`config.mk`:
```
export PLATFORM = sky130hd
export DESIGN_NAME = mesh_link_buf
export DESIGN_NICKNAME = d
export VERILOG_FILES = /design/src/rtl/mesh_link_buf.sv
export SDC_FILE = /design/constraint.sdc
export NUM_CORES = 1
export LEC_CHECK = 0
export ABC_AREA = 1
export CAP_MARGIN = 20
export CORE_MARGIN = 2
export CORE_UTILIZATION = 26
export CTS_BUF_LIST = sky130_fd_sc_hd__clkbuf_8
export DETAILED_ROUTE_END_ITERATION = 10
export GPL_TIMING_DRIVEN = 0
export PLACE_DENSITY_LB_ADDON = 0.1
export RECOVER_POWER = 100
export SLEW_MARGIN = 25
export SYNTH_ARGS = -nofsm -noshare
export SYNTH_HDL_FRONTEND = slang
export SYNTH_SLANG_ARGS = --single-unit
```
`constraint.sdc`:
```
create_clock -name CLK -period 2.5 [get_ports CLK]
set_clock_uncertainty 0.05 [all_clocks]
set_input_delay 0.75 -clock CLK [delete_from_list [all_inputs] [get_ports CLK]]
set_output_delay 0.75 -clock CLK [all_outputs]
set_load 0.01 [all_outputs]
```
`src/rtl/mesh_link_buf.sv`:
```
// mesh_link_buf: registered point-to-point link between two mesh tiles.
// Each direction (AB, BA) has its own DEPTH-entry FIFO.
// A sender is accepted based only on that FIFO's registered occupancy, so no
// combinational path runs from one tile to the other.
// Optional feature macro: MESH_LINK_STATS_EN adds saturating pop counters
// on xfer_AB / xfer_BA.

// One direction of the link: circular buffer with an explicit occupancy count.
module mesh_link_fifo #(
  parameter int unsigned WIDTH = 32,
  parameter int unsigned DEPTH = 4
) (
  input  logic                         clk,
  input  logic                         rst_n,
  input  logic                         push_req,
  input  logic [WIDTH-1:0]             push_data,
  output logic                         push_done,
  input  logic                         pop_req,
  output logic [WIDTH-1:0]             pop_data,
  output logic                         pop_valid,
  output logic [$clog2(DEPTH+1)-1:0]   count
);

  localparam int unsigned PW = $clog2(DEPTH);
  localparam int unsigned CW = $clog2(DEPTH+1);

  logic [WIDTH-1:0] mem [DEPTH];
  logic [PW-1:0]    wr_ptr;
  logic [PW-1:0]    rd_ptr;
  logic             full;
  logic             empty;

  // Handshakes use registered occupancy only; a same-cycle pop does not free
  // space for a push and a same-cycle push does not make data poppable.
  // Both are forced low while reset is asserted.
  assign full      = (count == CW'(DEPTH));
  assign empty     = (count == '0);
  assign push_done = rst_n & push_req & ~full;
  assign pop_valid = rst_n & pop_req & ~empty;
  assign pop_data  = empty ? '0 : mem[rd_ptr];

  // Pointer and occupancy update; pointers wrap by compare so any DEPTH works.
  always_ff @(posedge clk or negedge rst_n) begin
    if (!rst_n) begin
      wr_ptr <= '0;
      rd_ptr <= '0;
      count  <= '0;
    end else begin
      if (push_done)
        wr_ptr <= (wr_ptr == PW'(DEPTH-1)) ? '0 : wr_ptr + PW'(1);
      if (pop_valid)
        rd_ptr <= (rd_ptr == PW'(DEPTH-1)) ? '0 : rd_ptr + PW'(1);
      if (push_done && !pop_valid)
        count <= count + CW'(1);
      else if (!push_done && pop_valid)
        count <= count - CW'(1);
    end
  end

  // Storage write; contents need no reset because count gates visibility.
  always_ff @(posedge clk) begin
    if (push_done)
      mem[wr_ptr] <= push_data;
  end

endmodule

module mesh_link_buf #(
  parameter int unsigned WIDTH = 32,
  parameter int unsigned DEPTH = 4,
  parameter int unsigned CNT_W = 16
) (
  input  logic                        CLK,
  input  logic                        nRST,
  input  logic [WIDTH-1:0]            send_data_A,
  input  logic                        send_ready_A,
  output logic                        send_done_A,
  input  logic                        recv_ready_A,
  output logic [WIDTH-1:0]            recv_data_A,
  output logic                        recv_valid_A,
  input  logic [WIDTH-1:0]            send_data_B,
  input  logic                        send_ready_B,
  output logic                        send_done_B,
  input  logic                        recv_ready_B,
  output logic [WIDTH-1:0]            recv_data_B,
  output logic                        recv_valid_B,
  output logic [$clog2(DEPTH+1)-1:0]  count_AB,
  output logic [$clog2(DEPTH+1)-1:0]  count_BA
`ifdef MESH_LINK_STATS_EN
  ,
  output logic [CNT_W-1:0]            xfer_AB,
  output logic [CNT_W-1:0]            xfer_BA
`endif
);

  // Reject configurations outside the supported range at elaboration.
  if (DEPTH < 2 || DEPTH > 64 || CNT_W < 1) begin : g_bad_cfg
    $error("mesh_link_buf: DEPTH must be 2..64 and CNT_W at least 1");
  end

  mesh_link_fifo #(.WIDTH(WIDTH), .DEPTH(DEPTH)) u_ab (
    .clk       (CLK),
    .rst_n     (nRST),
    .push_req  (send_ready_A),
    .push_data (send_data_A),
    .push_done (send_done_A),
    .pop_req   (recv_ready_B),
    .pop_data  (recv_data_B),
    .pop_valid (recv_valid_B),
    .count     (count_AB)
  );

  mesh_link_fifo #(.WIDTH(WIDTH), .DEPTH(DEPTH)) u_ba (
    .clk       (CLK),
    .rst_n     (nRST),
    .push_req  (send_ready_B),
    .push_data (send_data_B),
    .push_done (send_done_B),
    .pop_req   (recv_ready_A),
    .pop_data  (recv_data_A),
    .pop_valid (recv_valid_A),
    .count     (count_BA)
  );

`ifdef MESH_LINK_STATS_EN
  // Saturating pop counters, one per direction.
  always_ff @(posedge CLK or negedge nRST) begin
    if (!nRST) begin
      xfer_AB <= '0;
      xfer_BA <= '0;
    end else begin
      if (recv_valid_B && (xfer_AB != '1))
        xfer_AB <= xfer_AB + CNT_W'(1);
      if (recv_valid_A && (xfer_BA != '1))
        xfer_BA <= xfer_BA + CNT_W'(1);
    end
  end
`endif

endmodule
```
**Yosys cells after proc, flatten, opt, wreduce, memory -nomap -nowiden**

Memories as Yosys holds them, arrays and structs flattened.
Cells that the tools add are included.

- Multiplexer cells: 14
- Reductions and logical operators: 12
- Add/subtract/negate cells: 8
- Bitwise gates (word level): 12
- Equality and inequality tests: 6

Operator list:

| operator | count |
|---|---|
| $mux 32 | 2 |
| $mux 3 | 4 |
| $add 2x1->2 const B | 4 |
| $and 1x1->1 | 8 |
| $eq 2x2->1 const B | 4 |
| $mux 2 | 4 |
| $add 3x1->3 const B | 2 |
| $eq 3x3->1 const B | 2 |
| $logic_not 3->1 | 2 |
| $sub 3x1->3 const B | 2 |
| $logic_and 1x1->1 | 4 |
| $logic_not 1->1 | 4 |
| $mux 1 | 4 |
| $not 1->1 | 4 |
| $reduce_bool 2->1 | 2 |

- Memories kept: 2
- Bits in registers: 14
- Memory bits (writable): 256
- Output and inout bits: 74
- Bits of input ports: 70
- Logic and storage cells: 60

Memory list:

| name | depth | bits a word | rd ports | clocked after memory_dff | wr ports | line | source |
|---|---|---|---|---|---|---|---|
| u_ab.mem | 4 | 32 | 1 | 0 | 1 | 27 | `logic [WIDTH-1:0] mem [DEPTH];` |
| u_ba.mem | 4 | 32 | 1 | 0 | 1 | 27 |  |

**Depth between registers and ports, before layout**

Gate-level depths: netlist (run 1).

- Depth after elaboration: 7
- Mapped depth: 12
- Gate-level depth less buffers: 12

**Cells and area by module**

Synthesis (run 1) repeated with hierarchy kept, for this count alone.

- Cell total of the unflattened synthesis: 1132
- Area total of the unflattened synthesis: 11796.3 um2

By module, submodules not included:

| module | cells each | instances | area an instance (um2) |
|---|---|---|---|
| mesh_link_fifo | 566 | 2 | 5898.2 |

**Worst setup path after synthesis (run 1)**

No wires, ideal clock.

- Path type: input to register
- Start point: input nRST
- End point: memory u_ab.mem[0][0], enable pin
- Stages: 3
- Buffers on the path: 1
- Library setup time: 0.421 ns
- Arrival time: 2.479 ns
- Path slack: -0.450 ns
- Cells stage by stage: buf_2 -> nand3_1 -> nor2_1

- Cells in the longest elaborated chain, start to end: 4

RTL lines:

| element | line | source |
|---|---|---|
| start, declared | 74 | `input logic nRST,` |
| $and 1x1->1 (2 in a row) | 38 | `assign push_done = rst_n & push_req & ~full;` |
| $mux 1 | 62 | `if (push_done)` |
| $mux 1 (not written as such) | 63 | `mem[wr_ptr] <= push_data;` |
| end, declared | 27 |  |

Every way passes these cells.

**Worst setup path in the final report (run 1)**

- Start point: register u_ab.rd_ptr[0]
- End point: output recv_data_B[2]

- Cells in the longest elaborated chain, start to end: 2

RTL lines:

| element | line | source |
|---|---|---|
| start, declared | 29 | `logic [PW-1:0] rd_ptr;` |
| start signal, assigned | 52 | `rd_ptr <= (rd_ptr == PW'(DEPTH-1)) ? '0 : rd_ptr + PW'(1);` |
| $mem_v2 4x32 | - |  |
| $mux 32 | 40 | `assign pop_data = empty ? '0 : mem[rd_ptr];` |
| end, declared | 85 | `output logic [WIDTH-1:0] recv_data_B,` |

Every way passes these cells.

==> results of run 1 <==
## logic make-up after synthesis
logic type	count (synthesis)	synth area share (%)
AO/OA/AOI/OAI	68	2.88
XOR/XNOR	2	0.148
adder cells (fa/ha/maj)	14	1.61
buffers and inverters	339	11.7
flip-flops	270	68.1
AND/OR/NAND/NOR	440	15.6
## flip-flops by register name, summed over array words and instances, names as in the netlist
register	count
u_ab.mem	128
u_ba.mem	128
u_ba.wr_ptr	2
u_ba.count	3
u_ba.rd_ptr	2
u_ab.count	3
u_ab.rd_ptr	2
u_ab.wr_ptr	2
## worst max-delay path by stage
stage	startpoint	endpoint	slack [ns]
final	u_ab.rd_ptr[0]$_DFFE_PN0P_	recv_data_B[2]	-0.21
after global routing	u_ab.rd_ptr[0]$_DFFE_PN0P_	recv_data_B[2]	-0.30
after CTS	u_ab.rd_ptr[0]$_DFFE_PN0P_	recv_data_B[29]	-0.26
after detailed placement	nRST	send_done_A	-1.73
after global placement	nRST	u_ba.mem[0][5]$_DFFE_PP_	-3.45
after floorplan	nRST	u_ab.mem[0][0]$_DFFE_PP_	-0.45
## power by group through the flow
stage	clock network [mW]	logic [mW]	registers, mW
after floorplan	0	3.52	5.81
after global placement	0	6.98	5.87
after detailed placement	0	7.17	5.82
after CTS	4.14	8.22	5.71
after global routing	4.33	9.17	5.76
final	3.96	8.35	5.71
## layer usage
| metal | GRT usage [%] | routed length [um] | vias to the layer above |
|---|---|---|---|
| li1 | - | - | 4064 |
| met1 | 18.8 | 15400 | 3834 |
| met2 | 21.7 | 14500 | 156 |
| met3 | 3.68 | 1590 | 62 |
| met4 | 4.11 | 695 | 10 |
| met5 | 0 | 64 | - |
## critical path, stage by stage (launching register included)
cell and delay [ns]:
dfrtp_2 0.45, buf_12 0.16, buf_16 0.13, buf_8 0.12
nand2_4 0.04, nand3_2 0.05, a21oi_2 0.18, buf_2 0.16
## metrics by stage
stage / instance area [sq um] / utilization (%)
floorplan: 11800 / -
global placement: 14000 / 31.0
detailed placement: 14300 / 31.7
CTS: 16000 / 35.5
global route: 16200 / 35.9
finish: 16200 / 35.9
## timing repair
item,in CTS,in global routing
endpoints found under the setup margin,332,70
gates resized for setup,516,96
gates cloned,4,1
pin swaps,67,21
hold buffers,1,0
endpoints found under the hold margin,14,0
buffers inserted,18,0
## cell usage after synthesis
| library cell | number | area share [%] |
|---|---|---|
| nand4_1 | 6 | 0.32 |
| inv_2 | 14 | 0.45 |
| a21oi_1 | 64 | 2.7 |
| nor2_1 | 10 | 0.32 |
| ha_1 | 12 | 1.3 |
| nand3_1 | 136 | 5.8 |
| o21ai_0 | 2 | 0.085 |
| nand2_1 | 286 | 9.1 |
| fa_1 | 2 | 0.34 |
| o21ai_1 | 2 | 0.085 |
| buf_6 | 6 | 0.57 |
| buf_4 | 4 | 0.25 |
| dfrtp_1 | 14 | 3.0 |
| xnor2_1 | 2 | 0.15 |
| buf_2 | 37 | 1.6 |
| inv_1 | 278 | 8.8 |
| or2_1 | 2 | 0.11 |
| edfxtp_1 | 256 | 65 |
## layout make-up
cell class / instances / area (sq um)
plain buffers: 47 / 684
clock inverters: 41 / 218
inverters: 292 / 1130
well taps: 600 / 751
fillers: 4578 / 28900
diodes: 1 / 2.50
flip-flops and latches: 270 / 8040
clock buffers: 51 / 702
repair buffers: 177 / 1540
multi-input cells: 524 / 3130
==> results.ini, run 1 <==
[pwr]
p_total_mw = 18.0
peakVddDrop_mv = 0.515
p_leak_nw = 7.12
p_sw_mw = 6.88
swShare_pct = 38.2
power.internal_mw = 11.1
pwr-share-comb_pct = 46.3
power.density_nw_per_um2 = 1110
seqPwrFrac_pct = 31.7
clockPowerShare_pct = 22.0

[status]
outcome = complete, but fails checks
violations = negative setup slack

[worst_hold_path]
hp-class = flip-flop to flip-flop
whs_path_depth = 2
whs_endpoint = u_ab.wr_ptr[1]$_DFFE_PN0P_
min_from = u_ab.wr_ptr[1]$_DFFE_PN0P_

[final_layout]
area_growth_pct = 37.2
finalNonFillerCells = 2003
layout_common_cells = inv_1 (297), edfxtp_1 (256), nand2_1 (245)
drive_gt1_share_pct = 26.7
nNetsFinal = 1446
layout_commonest_cell = inv_1

[place]
io_buffer_count = 143
hpwl_mm = 20.1
place_congestion = 0.705
place_ws_ns = -1.73
placed_cells = 1886

[timing]
timing.setup.tns_ns = -10.06
hold_viol = 0
fin_worst_hold_slack_ns = 0.480
setup_slack_ns = -0.207
min_period_ns = 2.71
max_freq_ghz = 0.369
slew_violations = 0
tightest_slew_ns = 0.928
final.period_utilization_pct = 108
setup_violations = 91
relSlewSlack_pct = 37.9
rsz0062_at_grt = yes

[routing]
wl_per_cell_um = 16.1
vias = 8126
drtAntennaViolNets = 0
dr.pass1.iters = 5
drc = 0
vias_per_cell = 4.06
drt_iter0_drc = 353
wl_mm = 32.2

[yosys]
synth_cell_type_count = 18
yosysWarnings = 0
yosysSeqAreaShare_pct = 68.1
ys_seq_elements = 270
syn_inst = 1133
synth_area_sq_um = 11800
syn_avg_cell_area_sq_um = 10.4
synth_nets = 1217

[critical_path]
worstPathRequired_ns = 1.70
rr_startpoint = u_ab.count[2]$_DFFE_PN0P_
startpoint_type = flip-flop
path_max_fanout = 4
r2r_cells = 7
end_kind = primary output
worst-setup-path-type = flip-flop to primary output
critPathArrivalTime_ns = 1.91
r2r_end = u_ab.mem[0][19]$_DFFE_PP_
ff2ff_setup_slack_ns = -0.09

[global_routing]
gr-total-overflow = 0
grt_pass1_wl_mm = 48.6
grt_max_degree = 20
antenna_found_initial = 7
grt_pass1_vias = 8216
grt_util_all_layers_pct = 13.8

[floorplan]
die_w_um = 217
die_h_um = 217
fp.coreArea_sq_um = 45100
dieArea_sq_um = 47100
start_util_pct = 26.2
rows = 78
ioPinCount = 144

[clocking]
cts_inserted_buffers = 50
clk_pin_slew_ns = 0.06
clock-sinks = 270
worstSkewPairLatency_ns = 0.61
clockRootBuffer = clkbuf_8
tritoncts = built
clk_path_buf_depth = 3
htree_levels = 2

[run]
maxCapViolations = 0

Note: power is estimated with default switching activity, not from simulation.
==> inputs of run 2 (changes only) <==
Settings changed: CAP_MARGIN 20 to default, SKIP_CTS_REPAIR_TIMING from default to 1.
==> run 2 against run 1 <==
Against the previous run:
- the run still ends with negative setup slack left
- flip-flop and latch count stayed put
- register-to-register slack gained 0.40 ns
- routed wire length is 2.6% lower
- combinational power decreased by 9.8%
- final cell count is 0.30% lower
- global-route usage shrank 0.44 points
- largest cell class unchanged
- highest routed layer unchanged
==> results.ini, run 2 (synthesis results as in run 1) <==
[status]
outcome = complete, but fails checks
violations = negative setup slack

[worst_hold_path]
whs_path_depth = 3  ; +1
whs_endpoint = u_ba.wr_ptr[0]$_DFFE_PN0P_
hp-class = input port to flip-flop
min_from = send_ready_B

[timing]
rsz0062_at_grt = yes
slew_violations = 0  ; unchanged
relSlewSlack_pct = 45.6  ; +7.7 points
min_period_ns = 2.72  ; +0.0171 ns
tightest_slew_ns = 0.813  ; -0.115 ns
hold_viol = 0  ; unchanged
max_freq_ghz = 0.367  ; -0.63%
final.period_utilization_pct = 109  ; +0.69 points
setup_violations = 65  ; -29%
setup_slack_ns = -0.224  ; -0.0171 ns

[routing]
drc = 0  ; unchanged
vias_per_cell = 4.03  ; -0.67%
wl_per_cell_um = 15.7  ; -2.3%
drt_iter0_drc = 391  ; +11%
drtAntennaViolNets = 0  ; unchanged
wl_mm = 31.4  ; -2.6%
dr.pass1.iters = 4  ; -1
vias = 8047  ; -0.97%

[pwr]
clockPowerShare_pct = 23.0  ; +1.0 points
p_sw_mw = 6.59  ; -4.1%
power.density_nw_per_um2 = 1090  ; -2.1%
power.internal_mw = 10.6  ; -4.5%
swShare_pct = 38.2  ; +0.090 points
p_total_mw = 17.2  ; -4.3%
peakVddDrop_mv = 0.483  ; -6.3%
seqPwrFrac_pct = 33.4  ; +1.7 points
p_leak_nw = 6.96  ; -2.3%
pwr-share-comb_pct = 43.7  ; -2.6 points

[floorplan]
dieArea_sq_um = 47100  ; unchanged
start_util_pct = 26.2  ; unchanged
die_w_um = 217  ; unchanged
ioPinCount = 144  ; unchanged
fp.coreArea_sq_um = 45100  ; unchanged
rows = 78  ; unchanged
die_h_um = 217  ; unchanged

[clocking]
clockRootBuffer = clkbuf_8
clk_path_buf_depth = 3  ; unchanged
worstSkewPairLatency_ns = 0.61  ; about the same
clk_pin_slew_ns = 0.06  ; about the same
cts_inserted_buffers = 50  ; unchanged
htree_levels = 2  ; unchanged
clock-sinks = 270  ; unchanged
tritoncts = built

[final_layout]
drive_gt1_share_pct = 24.2  ; -2.6 points
layout_common_cells = inv_1 (297), nand2_1 (263), edfxtp_1 (256)
finalNonFillerCells = 1997  ; -0.30%
layout_commonest_cell = inv_1
area_growth_pct = 34.0
top_regs = u_ab.mem (128), u_ba.mem (128)
nNetsFinal = 1439  ; -0.48%
final_util_pct = 35.1  ; -0.83 points

[place]
hpwl_mm = 20.1  ; unchanged
io_buffer_count = 143  ; unchanged
placed_cells = 1886  ; unchanged
place_congestion = 0.705  ; unchanged

[critical_path]
rr_startpoint = u_ab.count[0]$_DFFE_PN0P_
max_stage_delay_ns = 0.50  ; +0.05 ns
ff2ff_setup_slack_ns = 0.31  ; +0.40 ns
worstPathRequired_ns = 1.70  ; about the same
path_max_fanout = 10  ; +6
worst-setup-path-type = flip-flop to primary output
crit_path_top_delay_cell = dfrtp_2
r2r_end = u_ab.mem[3][14]$_DFFE_PP_
worstPathBufferInverterCount = 3  ; -1
end_kind = primary output
critPathArrivalTime_ns = 1.92  ; about the same
critical_path.top_delay_family = flip-flops
worstPathCellList = buf_8, buf_6, nand2_1, nand3_1, a21oi_2, buf_2
r2r_cells = 6  ; -1
startpoint_type = flip-flop

[global_routing]
antenna_found_initial = 8  ; +1
grt_pass1_vias = 7936  ; -3.4%
gr-total-overflow = 0  ; unchanged
grt_pass1_wl_mm = 47.1  ; -3.1%
grt_util_all_layers_pct = 13.4  ; -0.44 points
grt_max_degree = 20  ; unchanged

[run]
maxCapViolations = 0  ; unchanged

## run 2: cell count changes in the layout (fill, tap and decap cells not counted), moves of 4 or more
cell | previous run | this run
nand2_1 | 245 | 263
clkbuf_2 | 1 | 7
clkbuf_1 | 8 | 2
dlygate4sd2_1 | 4 | 0
buf_12 | 20 | 8
clkdlybuf4s50_1 | 3 | 7
nand3_1 | 80 | 100
buf_2 | 60 | 56
nand2_2 | 27 | 22
nand2_4 | 14 | 1
buf_6 | 18 | 23
nand3_2 | 52 | 31
dlymetal6s2s_1 | 0 | 4
## run 2: cell type report
class / instances / area [sq um]
repair buffers: 170 / 1510
inverters: 292 / 1120
clock buffers: 51 / 702
fillers: 4596 / 29300
flip-flops and latches: 270 / 8040
clock inverters: 41 / 218
plain buffers: 47 / 549
diodes: 2 / 5.00
well taps: 600 / 751
multi-input cells: 524 / 2930
## run 2: worst min-delay path: cells and delay by family
| kind | cells | cell delay (ns) |
|---|---|---|
| simple gates | 2 | 0.16 |
| buf+inv | 1 | 0.18 |
## run 2: through the flow
step | hold WS [ns] | setup TNS [ns] | area [sq um] | worst slack (ns)
global route | 0.422 | -17.52 | 15800 | -0.333
global placement | 0.484 | -882.73 | 14000 | -3.45
finish | 0.470 | -9.09 | 15800 | -0.224
CTS | 0.489 | -229.14 | 15200 | -1.72
detailed placement | 0.474 | -368.90 | 14300 | -1.73
floorplan | 0.404 | -115.17 | 11800 | -0.450
## run 2: layer usage
| layer | vias up | part of all wire (%) | track usage [%] |
|---|---|---|---|
| met1 | 3761 | 48 | 18.3 |
| met2 | 155 | 44 | 20.5 |
| met3 | 65 | 4.9 | 3.66 |
| met5 | - | 0.18 | 0 |
| met4 | 10 | 2.4 | 4.50 |
| li1 | 4056 | - | - |
## run 2: how the worst max path moves through the flow
stage                                           from                       end  slack (ns)  cells past startpoint
after floorplan                                 nRST  u_ab.mem[0][0]$_DFFE_PP_       -0.45                      3
after global placement                          nRST  u_ba.mem[0][5]$_DFFE_PP_       -3.45                      4
after detailed placement                        nRST               send_done_A       -1.73                      5
after CTS                                       nRST               send_done_A       -1.72                      5
after global routing      u_ba.rd_ptr[0]$_DFFE_PN0P_           recv_data_A[10]       -0.33                      6
final                     u_ab.rd_ptr[0]$_DFFE_PN0P_           recv_data_B[29]       -0.22                      6
## run 2: power by group through the flow
stage / combinational, mW / sequential, mW / clock, mW
final: 7.53 / 5.75 / 3.96
after global routing: 8.36 / 5.80 / 4.33
after CTS: 7.21 / 5.73 / 4.14
after detailed placement: 7.17 / 5.82 / 0
after global placement: 6.98 / 5.87 / 0
after floorplan: 3.52 / 5.81 / 0
==> inputs of run 3 (changes only) <==
Settings changed: CAP_MARGIN from default to 20, PLACE_DENSITY from default to 0.52, PLACE_DENSITY_LB_ADDON 0.1 to default.
Clock period 2.5 ns to 2.42 ns, I/O delays scaled along.
==> run 3 against run 2 <==
Against the previous run:
- the run still ends with negative setup slack left
- routed wire length about the same
- flip-flop and latch count unchanged
- sequential share of layout area down 1.2 points
- first-iteration DRC count down 8.7%
- clock power up 4%
- critical path type unchanged
- largest cell class unchanged
==> results.ini, run 3 (synthesis results as in run 1) <==
[status]
outcome = complete, but fails checks
violations = negative setup slack

[routing]
drtAntennaViolNets = 0  ; unchanged
wl_mm = 31.4  ; about the same
vias_per_cell = 4.11  ; +2.0%
vias = 8253  ; +2.6%
wl_per_cell_um = 15.7  ; -0.43%
drc = 0  ; unchanged
dr.pass1.iters = 5  ; +1
drt_iter0_drc = 357  ; -8.7%

[place]
placed_cells = 1888  ; +0.11%
io_buffer_count = 143  ; unchanged
place_area_sq_um = 14400  ; +0.49%
place_congestion = 0.722  ; +2.4%
hpwl_mm = 20.3  ; +0.77%

[floorplan]
rows = 78  ; unchanged
fp.coreArea_sq_um = 45100  ; unchanged
die_h_um = 217  ; unchanged
die_w_um = 217  ; unchanged
start_util_pct = 26.2  ; unchanged
dieArea_sq_um = 47100  ; unchanged
ioPinCount = 144  ; unchanged

[critical_path]
crit_path_top_delay_cell = dfrtp_2
startpoint_type = flip-flop
cp.depth = 6  ; unchanged
critPathArrivalTime_ns = 1.88  ; -0.04 ns
worstPathBufferInverterCount = 3  ; unchanged
ff2ff_setup_slack_ns = 0.30  ; about the same
path_max_fanout = 10  ; unchanged
r2r_cells = 6  ; unchanged
end_kind = primary output
worstPathRequired_ns = 1.64  ; -0.06 ns
max_stage_delay_ns = 0.47  ; -0.03 ns
critical_path.top_delay_family = buffers and inverters
worstPathCellList = buf_8, buf_12, nand2_2, nand3_2, a21oi_2, buf_2
worst-setup-path-type = flip-flop to primary output

[final_layout]
nNetsFinal = 1449  ; +0.69%
layout_commonest_cell = inv_1
drive_gt1_share_pct = 27.4  ; +3.2 points
area_growth_pct = 37.3
final_area_sq_um = 16200  ; +2.4%
top_regs = u_ab.mem (128), u_ba.mem (128)
finalNonFillerCells = 2007  ; +0.50%
layout_common_cells = inv_1 (289), edfxtp_1 (256), nand2_1 (248)

[global_routing]
grt_pass1_wl_mm = 46.0  ; -2.3%
grt_util_all_layers_pct = 12.8  ; -0.57 points
gr-total-overflow = 0  ; unchanged
antenna_found_initial = 7  ; -1
grt_pass1_vias = 8037  ; +1.3%
grt_max_degree = 20  ; unchanged

[pwr]
power.density_nw_per_um2 = 1130  ; +4.1%
peakVddDrop_mv = 0.440  ; -8.8%
p_leak_nw = 7.12  ; +2.4%

[timing]
tightest_slew_ns = 0.814  ; +0.00134 ns
setup_slack_ns = -0.233  ; -0.00923 ns
relSlewSlack_pct = 45.5  ; -0.089 points
timing.setup.tns_ns = -11.05  ; -1.95 ns
hold_viol = 0  ; unchanged
max_freq_ghz = 0.377
fin_worst_hold_slack_ns = 0.439  ; -0.0312 ns
min_period_ns = 2.65
setup_violations = 65  ; unchanged
final.period_utilization_pct = 110
slew_violations = 0  ; unchanged
rsz0062_at_grt = yes

[clocking]
clk_path_buf_depth = 3  ; unchanged
worstSkewPairLatency_ns = 0.59  ; -0.02 ns
clock-sinks = 270  ; unchanged
clockRootBuffer = clkbuf_8
clk_pin_slew_ns = 0.06  ; about the same
tritoncts = built
htree_levels = 2  ; unchanged
cts_inserted_buffers = 49  ; -2.0%

[worst_hold_path]
whs_path_depth = 3  ; unchanged
hp-class = input port to flip-flop

[run]
maxCapViolations = 0  ; unchanged

==> run 3: power by group <==
part	leakage [nW]	total, mW	internal [mW]	switching [mW]
logic	4.10	8.32	3.42	4.89
clock network	0.532	4.13	2.22	1.91
registers	2.49	5.93	5.70	0.232
total	7.12	18.4	11.3	7.04
==> run 3: per-stage QoR <==
| step | utilization, % | power [mW] | setup slack [ns] |
|---|---|---|---|
| final | 35.9 | 18.4 | -0.233 |
| after detailed placement | 31.9 | 13.4 | -1.83 |
| after global routing | 35.9 | 19.5 | -0.321 |
| after floorplan | - | 9.64 | -0.506 |
| after global placement | 31.0 | 13.2 | -3.37 |
| after CTS | 33.9 | 17.6 | -1.84 |
==> run 3: final cells by class <==
class | count | area, sq um
plain buffers | 47 | 592
inverters | 292 | 1130
flip-flops and latches | 270 | 8040
well taps | 600 | 751
multi-input cells | 524 | 3040
clock buffers | 49 | 674
clock inverters | 40 | 253
diodes | 4 | 10.0
repair buffers | 181 | 1710
fillers | 4477 | 28900
==> run 3: tightest hold or removal path: cells and delay by family <==
family | cells | cell delay, ns
buf+inv | 1 | 0.17
simple gates | 2 | 0.15
==> run 3: path summary, 6_finish.rpt <==
path	endpoint	startpoint
worst max-delay path	recv_data_A[13]	u_ba.rd_ptr[0]$_DFFE_PN0P_
worst min-delay path	u_ab.wr_ptr[1]$_DFFE_PN0P_	send_ready_A
worst max register to register	u_ab.mem[3][8]$_DFFE_PP_	u_ab.count[2]$_DFFE_PN0P_
worst min register to register	u_ba.count[0]$_DFFE_PN0P_	u_ba.count[0]$_DFFE_PN0P_
max in group asynchronous	u_ba.rd_ptr[0]$_DFFE_PN0P_	nRST
min in group asynchronous	u_ba.count[2]$_DFFE_PN0P_	nRST
==> run 3: routing by layer <==
layer | GRT usage [%] | routed length [um] | vias up
met4 | 5.23 | 795 | 6
met1 | 16.5 | 13900 | 3972
met3 | 2.64 | 1330 | 54
met5 | 0 | 37 | -
met2 | 21.1 | 15400 | 152
li1 | - | - | 4069
